==> config.mk <==
export PLATFORM = sky130hd
export DESIGN_NAME = mkio_bus_select
export DESIGN_NICKNAME = d
export VERILOG_FILES = /design/src/rtl/mkio_bus_select.sv
export SDC_FILE = /design/constraint.sdc
export NUM_CORES = 1
export LEC_CHECK = 0
export CORE_MARGIN = 2
export CORE_UTILIZATION = 49
export CTS_CLUSTER_SIZE = 25
export DETAILED_ROUTE_END_ITERATION = 7
export PLACE_DENSITY = 0.71
export SKIP_LAST_GASP = 1
export SLEW_MARGIN = 20
export SYNTH_ARGS = -nofsm -noshare
export SYNTH_HDL_FRONTEND = slang
export SYNTH_SLANG_ARGS = --single-unit
==> constraint.sdc <==
create_clock -name clk32 -period 1.75 [get_ports clk32]
set_input_delay 0.35 -clock clk32 [delete_from_list [all_inputs] [get_ports clk32]]
set_output_delay 0.35 -clock clk32 [all_outputs]
set_load 0.02 [all_outputs]
==> src/rtl/mkio_bus_select.sv <==
// mkio_bus_select: redundant-channel (A/B) front end of the MKIO remote terminal.
// Locks onto the first active channel, forwards it to the receiver and steers the reply back.
module mkio_bus_select #(
  parameter int SYNC_STAGES = 2,
  parameter int IDLE_CYC    = 96,
  parameter int HOLD_CYC    = 10
) (
  input  logic clk32,
  input  logic reset,
  input  logic DI1A,
  input  logic DI0A,
  input  logic DI1B,
  input  logic DI0B,
  input  logic DO1,
  input  logic DO0,
  input  logic tx_busy,
  output logic DI1,
  output logic DI0,
  output logic DO1A,
  output logic DO0A,
  output logic DO1B,
  output logic DO0B,
  output logic RX_STROB_A,
  output logic RX_STROB_B,
  output logic TX_INHIBIT_A,
  output logic TX_INHIBIT_B,
  output logic active_ch,
  output logic collision,
  output logic line_err_a,
  output logic line_err_b
);

  localparam int SIL_W   = $clog2(IDLE_CYC + 1);
  localparam int HLD_W   = $clog2(HOLD_CYC + 1);
  localparam int ERR_RUN = 4;

  localparam logic [SIL_W-1:0] SIL_LAST  = SIL_W'(IDLE_CYC - 1);
  localparam logic [HLD_W-1:0] HOLD_LAST = HLD_W'(HOLD_CYC - 1);
  localparam logic [2:0]       ERR_FIRE  = 3'(ERR_RUN - 1);
  localparam logic [2:0]       ERR_SAT   = 3'(ERR_RUN);

  typedef enum logic [2:0] {
    IDLE,
    RX_A,
    RX_B,
    TX,
    HOLD
  } state_t;

  // Every registered output lives in one struct so reset and idle defaults are a single constant.
  typedef struct packed {
    logic di1;
    logic di0;
    logic do1a;
    logic do0a;
    logic do1b;
    logic do0b;
    logic strob_a;
    logic strob_b;
    logic inh_a;
    logic inh_b;
    logic ch;
    logic coll;
  } out_t;

  localparam out_t OUT_IDLE = 12'b0000_0011_1100;

  // --------------------------------------------------------------------------
  // Input synchronisers
  // --------------------------------------------------------------------------
  logic [3:0] sync_q [SYNC_STAGES];

  // NOTE: sequential state uses non-blocking (<=) so every flop samples pre-edge values.
  always_ff @(posedge clk32 or posedge reset) begin
    if (reset) begin
      // NOTE: this small array is reset explicitly; only true RAMs are left unreset.
      for (int i = 0; i < SYNC_STAGES; i++) sync_q[i] <= '0;
    end else begin
      sync_q[0] <= {DI1A, DI0A, DI1B, DI0B};
      for (int i = 1; i < SYNC_STAGES; i++) sync_q[i] <= sync_q[i-1];
    end
  end

  logic s1a, s0a, s1b, s0b;
  logic act_a, act_b;
  logic act_a_q, act_b_q;

  assign {s1a, s0a, s1b, s0b} = sync_q[SYNC_STAGES-1];
  assign act_a = s1a | s0a;
  assign act_b = s1b | s0b;

  // --------------------------------------------------------------------------
  // Lock FSM
  // --------------------------------------------------------------------------
  state_t           state_q, state_d;
  logic [SIL_W-1:0] sil_q, sil_d;
  logic [HLD_W-1:0] hold_q, hold_d;
  out_t             out_q, out_d;
  logic             ch_d;
  logic             coll_d;
  logic             own_act;
  logic             oth_rise;

  assign own_act  = (state_q == RX_B) ? act_b : act_a;
  assign oth_rise = (state_q == RX_B) ? (act_a & ~act_a_q) : (act_b & ~act_b_q);

  // NOTE: every always_comb output gets a default first, so no path can infer a latch.
  always_comb begin
    state_d = state_q;
    sil_d   = sil_q;
    hold_d  = hold_q;
    ch_d    = out_q.ch;
    coll_d  = 1'b0;

    case (state_q)
      IDLE: begin
        sil_d = '0;
        if (act_a) begin
          state_d = RX_A;
          ch_d    = 1'b0;
          coll_d  = act_b;
        end else if (act_b) begin
          state_d = RX_B;
          ch_d    = 1'b1;
        end else if (tx_busy) begin
          state_d = TX;
        end
      end
      RX_A, RX_B: begin
        coll_d = oth_rise;
        sil_d  = own_act ? '0 : sil_q + SIL_W'(1);
        if (tx_busy) begin
          state_d = TX;
        end else if (!own_act && sil_q == SIL_LAST) begin
          state_d = IDLE;
        end
      end
      TX: begin
        hold_d = '0;
        if (!tx_busy) state_d = HOLD;
      end
      HOLD: begin
        hold_d = hold_q + HLD_W'(1);
        if (tx_busy) begin
          state_d = TX;
        end else if (hold_q == HOLD_LAST) begin
          state_d = IDLE;
        end
      end
      default: state_d = IDLE;
    endcase

    // Outputs decode the next state, so the lock edge already forwards the deciding sample.
    out_d      = OUT_IDLE;
    out_d.ch   = ch_d;
    out_d.coll = coll_d;
    case (state_d)
      RX_A: begin
        out_d.di1 = s1a;
        out_d.di0 = s0a;
      end
      RX_B: begin
        out_d.di1 = s1b;
        out_d.di0 = s0b;
      end
      TX: begin
        if (ch_d) begin
          out_d.do1b    = DO1;
          out_d.do0b    = DO0;
          out_d.inh_b   = 1'b0;
          out_d.strob_b = 1'b0;
        end else begin
          out_d.do1a    = DO1;
          out_d.do0a    = DO0;
          out_d.inh_a   = 1'b0;
          out_d.strob_a = 1'b0;
        end
      end
      HOLD: begin
        if (ch_d) out_d.strob_b = 1'b0;
        else      out_d.strob_a = 1'b0;
      end
      default: ;
    endcase
  end

  always_ff @(posedge clk32 or posedge reset) begin
    if (reset) begin
      state_q <= IDLE;
      sil_q   <= '0;
      hold_q  <= '0;
      out_q   <= OUT_IDLE;
      act_a_q <= 1'b0;
      act_b_q <= 1'b0;
    end else begin
      state_q <= state_d;
      sil_q   <= sil_d;
      hold_q  <= hold_d;
      out_q   <= out_d;
      act_a_q <= act_a;
      act_b_q <= act_b;
    end
  end

  // --------------------------------------------------------------------------
  // Illegal line state: both lines high for ERR_RUN synced cycles, once per episode
  // --------------------------------------------------------------------------
  logic [2:0] both_cnt_a, both_cnt_b;
  logic       err_a_q, err_b_q;

  always_ff @(posedge clk32 or posedge reset) begin
    if (reset) begin
      both_cnt_a <= '0;
      both_cnt_b <= '0;
      err_a_q    <= 1'b0;
      err_b_q    <= 1'b0;
    end else begin
      err_a_q <= s1a & s0a & (both_cnt_a == ERR_FIRE);
      err_b_q <= s1b & s0b & (both_cnt_b == ERR_FIRE);

      if (!(s1a & s0a))          both_cnt_a <= '0;
      else if (both_cnt_a != ERR_SAT) both_cnt_a <= both_cnt_a + 3'd1;

      if (!(s1b & s0b))          both_cnt_b <= '0;
      else if (both_cnt_b != ERR_SAT) both_cnt_b <= both_cnt_b + 3'd1;
    end
  end

  assign DI1          = out_q.di1;
  assign DI0          = out_q.di0;
  assign DO1A         = out_q.do1a;
  assign DO0A         = out_q.do0a;
  assign DO1B         = out_q.do1b;
  assign DO0B         = out_q.do0b;
  assign RX_STROB_A   = out_q.strob_a;
  assign RX_STROB_B   = out_q.strob_b;
  assign TX_INHIBIT_A = out_q.inh_a;
  assign TX_INHIBIT_B = out_q.inh_b;
  assign active_ch    = out_q.ch;
  assign collision    = out_q.coll;
  assign line_err_a   = err_a_q;
  assign line_err_b   = err_b_q;

endmodule

==> summary.txt <==
Routing
  • DRC violations left: 0
  • Met2 WL: 1930 um
  • Met3 routed WL: 224 um
  • Total number of vias: 1516
  • Max layer used: met4
  • Pre-antenna DRT Iters: 4
  • WL met1: 1660 um
  • Post-Route WL: 3880 um
  • Detailed-route wire length per cell: 13.7 um
  • Final ANT Viol Nets: 0
  • Via density: 5.34
  • DRT iter0 DRCs: 96

Critical path
  • Setup crit end kind: flop
  • Crit Reg-Reg Startpoint: sil_q[1]
  • Worst Path Required: 1940 ps
  • Worst EP arrival: 2040 ps
  • Critical Path Start: sil_q[1]
  • Crit-path max FO: 3
  • Reg2reg end: DI0
  • FF-to-FF path depth: 6
  • CP Launch Type: flop
  • Kind of critical path: reg2reg
  • R2R Setup Slk: -100 ps
  • CP endpoint: DI0

Timing
  • Measured slew at the worst slew-check pin: 373 ps
  • RSZ-0062 raised after global routing: yes
  • Slew Limit Headroom: 0.749
  • Fmax: 0.540 GHz
  • # setup viols final: 2
  • Worst setup margin: -100 ps
  • Final slew viol count: 0
  • Period utilization: 1.06
  • Tmin final: 1850 ps
  • Hold Fails Final Rpt: 0
  • Skew final: 5.39 ps

GRT
  • Initial antenna violation count: 0
  • Grt total ovfl: 0
  • Largest net degree at the start of global routing: 45
  • GR Util All Layers: 0.198
  • Vias in the first global route: 1579
  • Global-route wire length before repair: 6630 um

Floorplanning
  • Core region area: 0.00394 mm^2
  • Die width: 67.4 um
  • Die Footprint: 0.00454 mm^2
  • Initial Util: 0.500
  • I/O pin count: 23
  • Die height: 67.4 um
  • Rows: 23

Synthesis
  • Synth Register Bits: 44
  • Post-synth top area cell: dfrtp_1
  • Synthesized instance count: 185
  • Primary FF master, synth: dfrtp_1
  • Ranking of synthesized cells by area: dfrtp_1 (51%), ha_1 (5.7%), dfstp_2 (5.3%), a21oi_1 (3.8%), nand2_1 (3.4%)
  • Syn Nets: 203
  • Average size of a mapped cell: 10.6 um^2
  • Unique masters post-synth: 38
  • Most numerous cell in the Yosys netlist: dfrtp_1
  • EDFF count, synth: 0
  • Yosys warnings: 0
  • Ys async rst share: 1.00
  • Mapped Area: 0.00197 mm^2
  • Yosys top cell area share: 0.508
  • Seq/Total Area, Yosys: 0.562
  • Top cells by count, synth: dfrtp_1 (40), nand2_1 (18), a21oi_1 (15), inv_1 (14), nor2_1 (14)

Pwr
  • Pwr Density: 1510 mW/mm^2
  • Tot Pwr: 3.89 mW
  • Peak VDD IR: 0.906 mV
  • Pleak: 1.16 nW

Clock tree
  • H-tree Lvls: 2
  • Cts bufs inserted: 5
  • CTS Buffer Depth: 2
  • Clk_lat worst skew: 300 ps
  • Clock sinks: 44
  • Root buf cell: clkbuf_8
  • CTS tree: done
  • Clk pin slew, worst setup/hold paths: 80 ps

Finish
  • Diodes inserted: 0
  • Layout cell share with drive strength beyond 1: 0.209
  • Area Growth Syn to Fin: 30.9%
  • Fin nets: 251
  • Register area: 0.00111 mm^2
  • FILL cells: 281
  • Multi-input logic area: 833 um^2

Min path
  • Hold Path Origin: sync_q[5]
  • Type of the tightest min-delay check: reg2reg

Flow run
  • Max-cap violations: 0

Placed design
  • Final GP Congestion: 0.939
  • Worst slack, placed: -226 ps
  • Number of port buffers: 22
  • DP Wirelength: 2760 um

Status
  • Outcome: finished, violations left
  • Violated checks: negative setup slack
worst min path at each step:
stage | to | slack (ps) | cells after the start
2_1_floorplan | s0a | 330 | 0
3_3_place_gp | s0a | 330 | 0
3_5_place_dp | s0b | 340 | 0
4_1_cts | s1b | 360 | 0
5_1_grt | s1b | 360 | 0
6_report | s1b | 360 | 0
logic make-up after synthesis:
logic type	Yosys count	synth area share
AO/OA/AOI/OAI	47	0.161
XOR/XNOR	4	0.0178
adder cells (fa/ha/maj)	9	0.0572
buffers and inverters	20	0.0413
flip-flops	44	0.562
multiplexers	1	0.00699
AND/OR/NAND/NOR	60	0.154
report_power, final:
| group | switching, mW | internal (mW) | leakage, nW | total, mW |
|---|---|---|---|---|
| logic | 0.959 | 0.855 | 0.542 | 1.81 |
| registers | 0.104 | 1.22 | 0.561 | 1.32 |
| clock network | 0.329 | 0.423 | 0.0552 | 0.752 |
per-layer routing:
layer  track usage  vias to the layer above
met5             0                        -
met4        0.0918                        0
met3        0.0717                        8
met2         0.307                       33
met1         0.247                      730
li1              -                      745
cell usage in the layout, fill, tap and decap left out, types with 2 or more instances in the layout:
| cell type | instances |
|---|---|
| nand2_1 | 18 |
| a21oi_1 | 14 |
| dfstp_2 | 4 |
| a21o_1 | 2 |
| and3_1 | 8 |
| nor4_1 | 4 |
| o21ai_0 | 10 |
| buf_4 | 24 |
| nand3_1 | 5 |
| a32o_1 | 2 |
| clkbuf_8 | 5 |
| a22o_1 | 2 |
| inv_1 | 14 |
| clkdlybuf4s50_1 | 18 |
| a311oi_1 | 3 |
| nand2b_1 | 2 |
| dfrtp_1 | 40 |
| o211ai_1 | 4 |
| and2_1 | 2 |
| nor2_2 | 2 |
| nor2_1 | 12 |
| dlygate4sd2_1 | 4 |
| xnor2_1 | 3 |
| ha_1 | 8 |
sequential cells by signal (all words and copies together) (netlist names), 3 cells and up:
register    cells
both_cnt_a      3
both_cnt_b      3
hold_q          4
sil_q           7
state_q         3
sync_q          4
critical path, cell delays in order, from the launching register on:
cell and delay (ps):
dfrtp_1 370, ha_2 190, and3_4 190, nand4_1 140, o221a_1 290, or2_1 290, a32o_1 270
final cells by class:
class / instances / share of cell area
clock inverter: 2 / 0.0136
clock buffer: 6 / 0.0282
sequential: 44 / 0.429
timing repair buffer: 47 / 0.161
inverter: 14 / 0.0204
multi-input combinational: 121 / 0.323
tap: 50 / 0.0243
stage by stage:
stage               utilization  setup TNS (ps)  cell area, um^2  instances  hold WS, ps
CTS                       0.644            -122             2540        281          360
detailed placement        0.611            -909             2410        272          336
floorplan                     -           -65.1             1990        185          331
global placement          0.611            -927             2410        272          333
finish                    0.654            -193             2580        284          357
global route              0.654            -709             2580        284          362
repair_timing:
| item | in CTS | in global routing |
|---|---|---|
| setup buffers | 1 | 3 |
| resized for setup | 7 | 4 |
| pin swaps | 3 | 4 |
| hold buffers | 0 | 0 |
| endpoints found under the setup margin | 11 | 15 |
No activity file was read; power rests on OpenSTA's default activity.
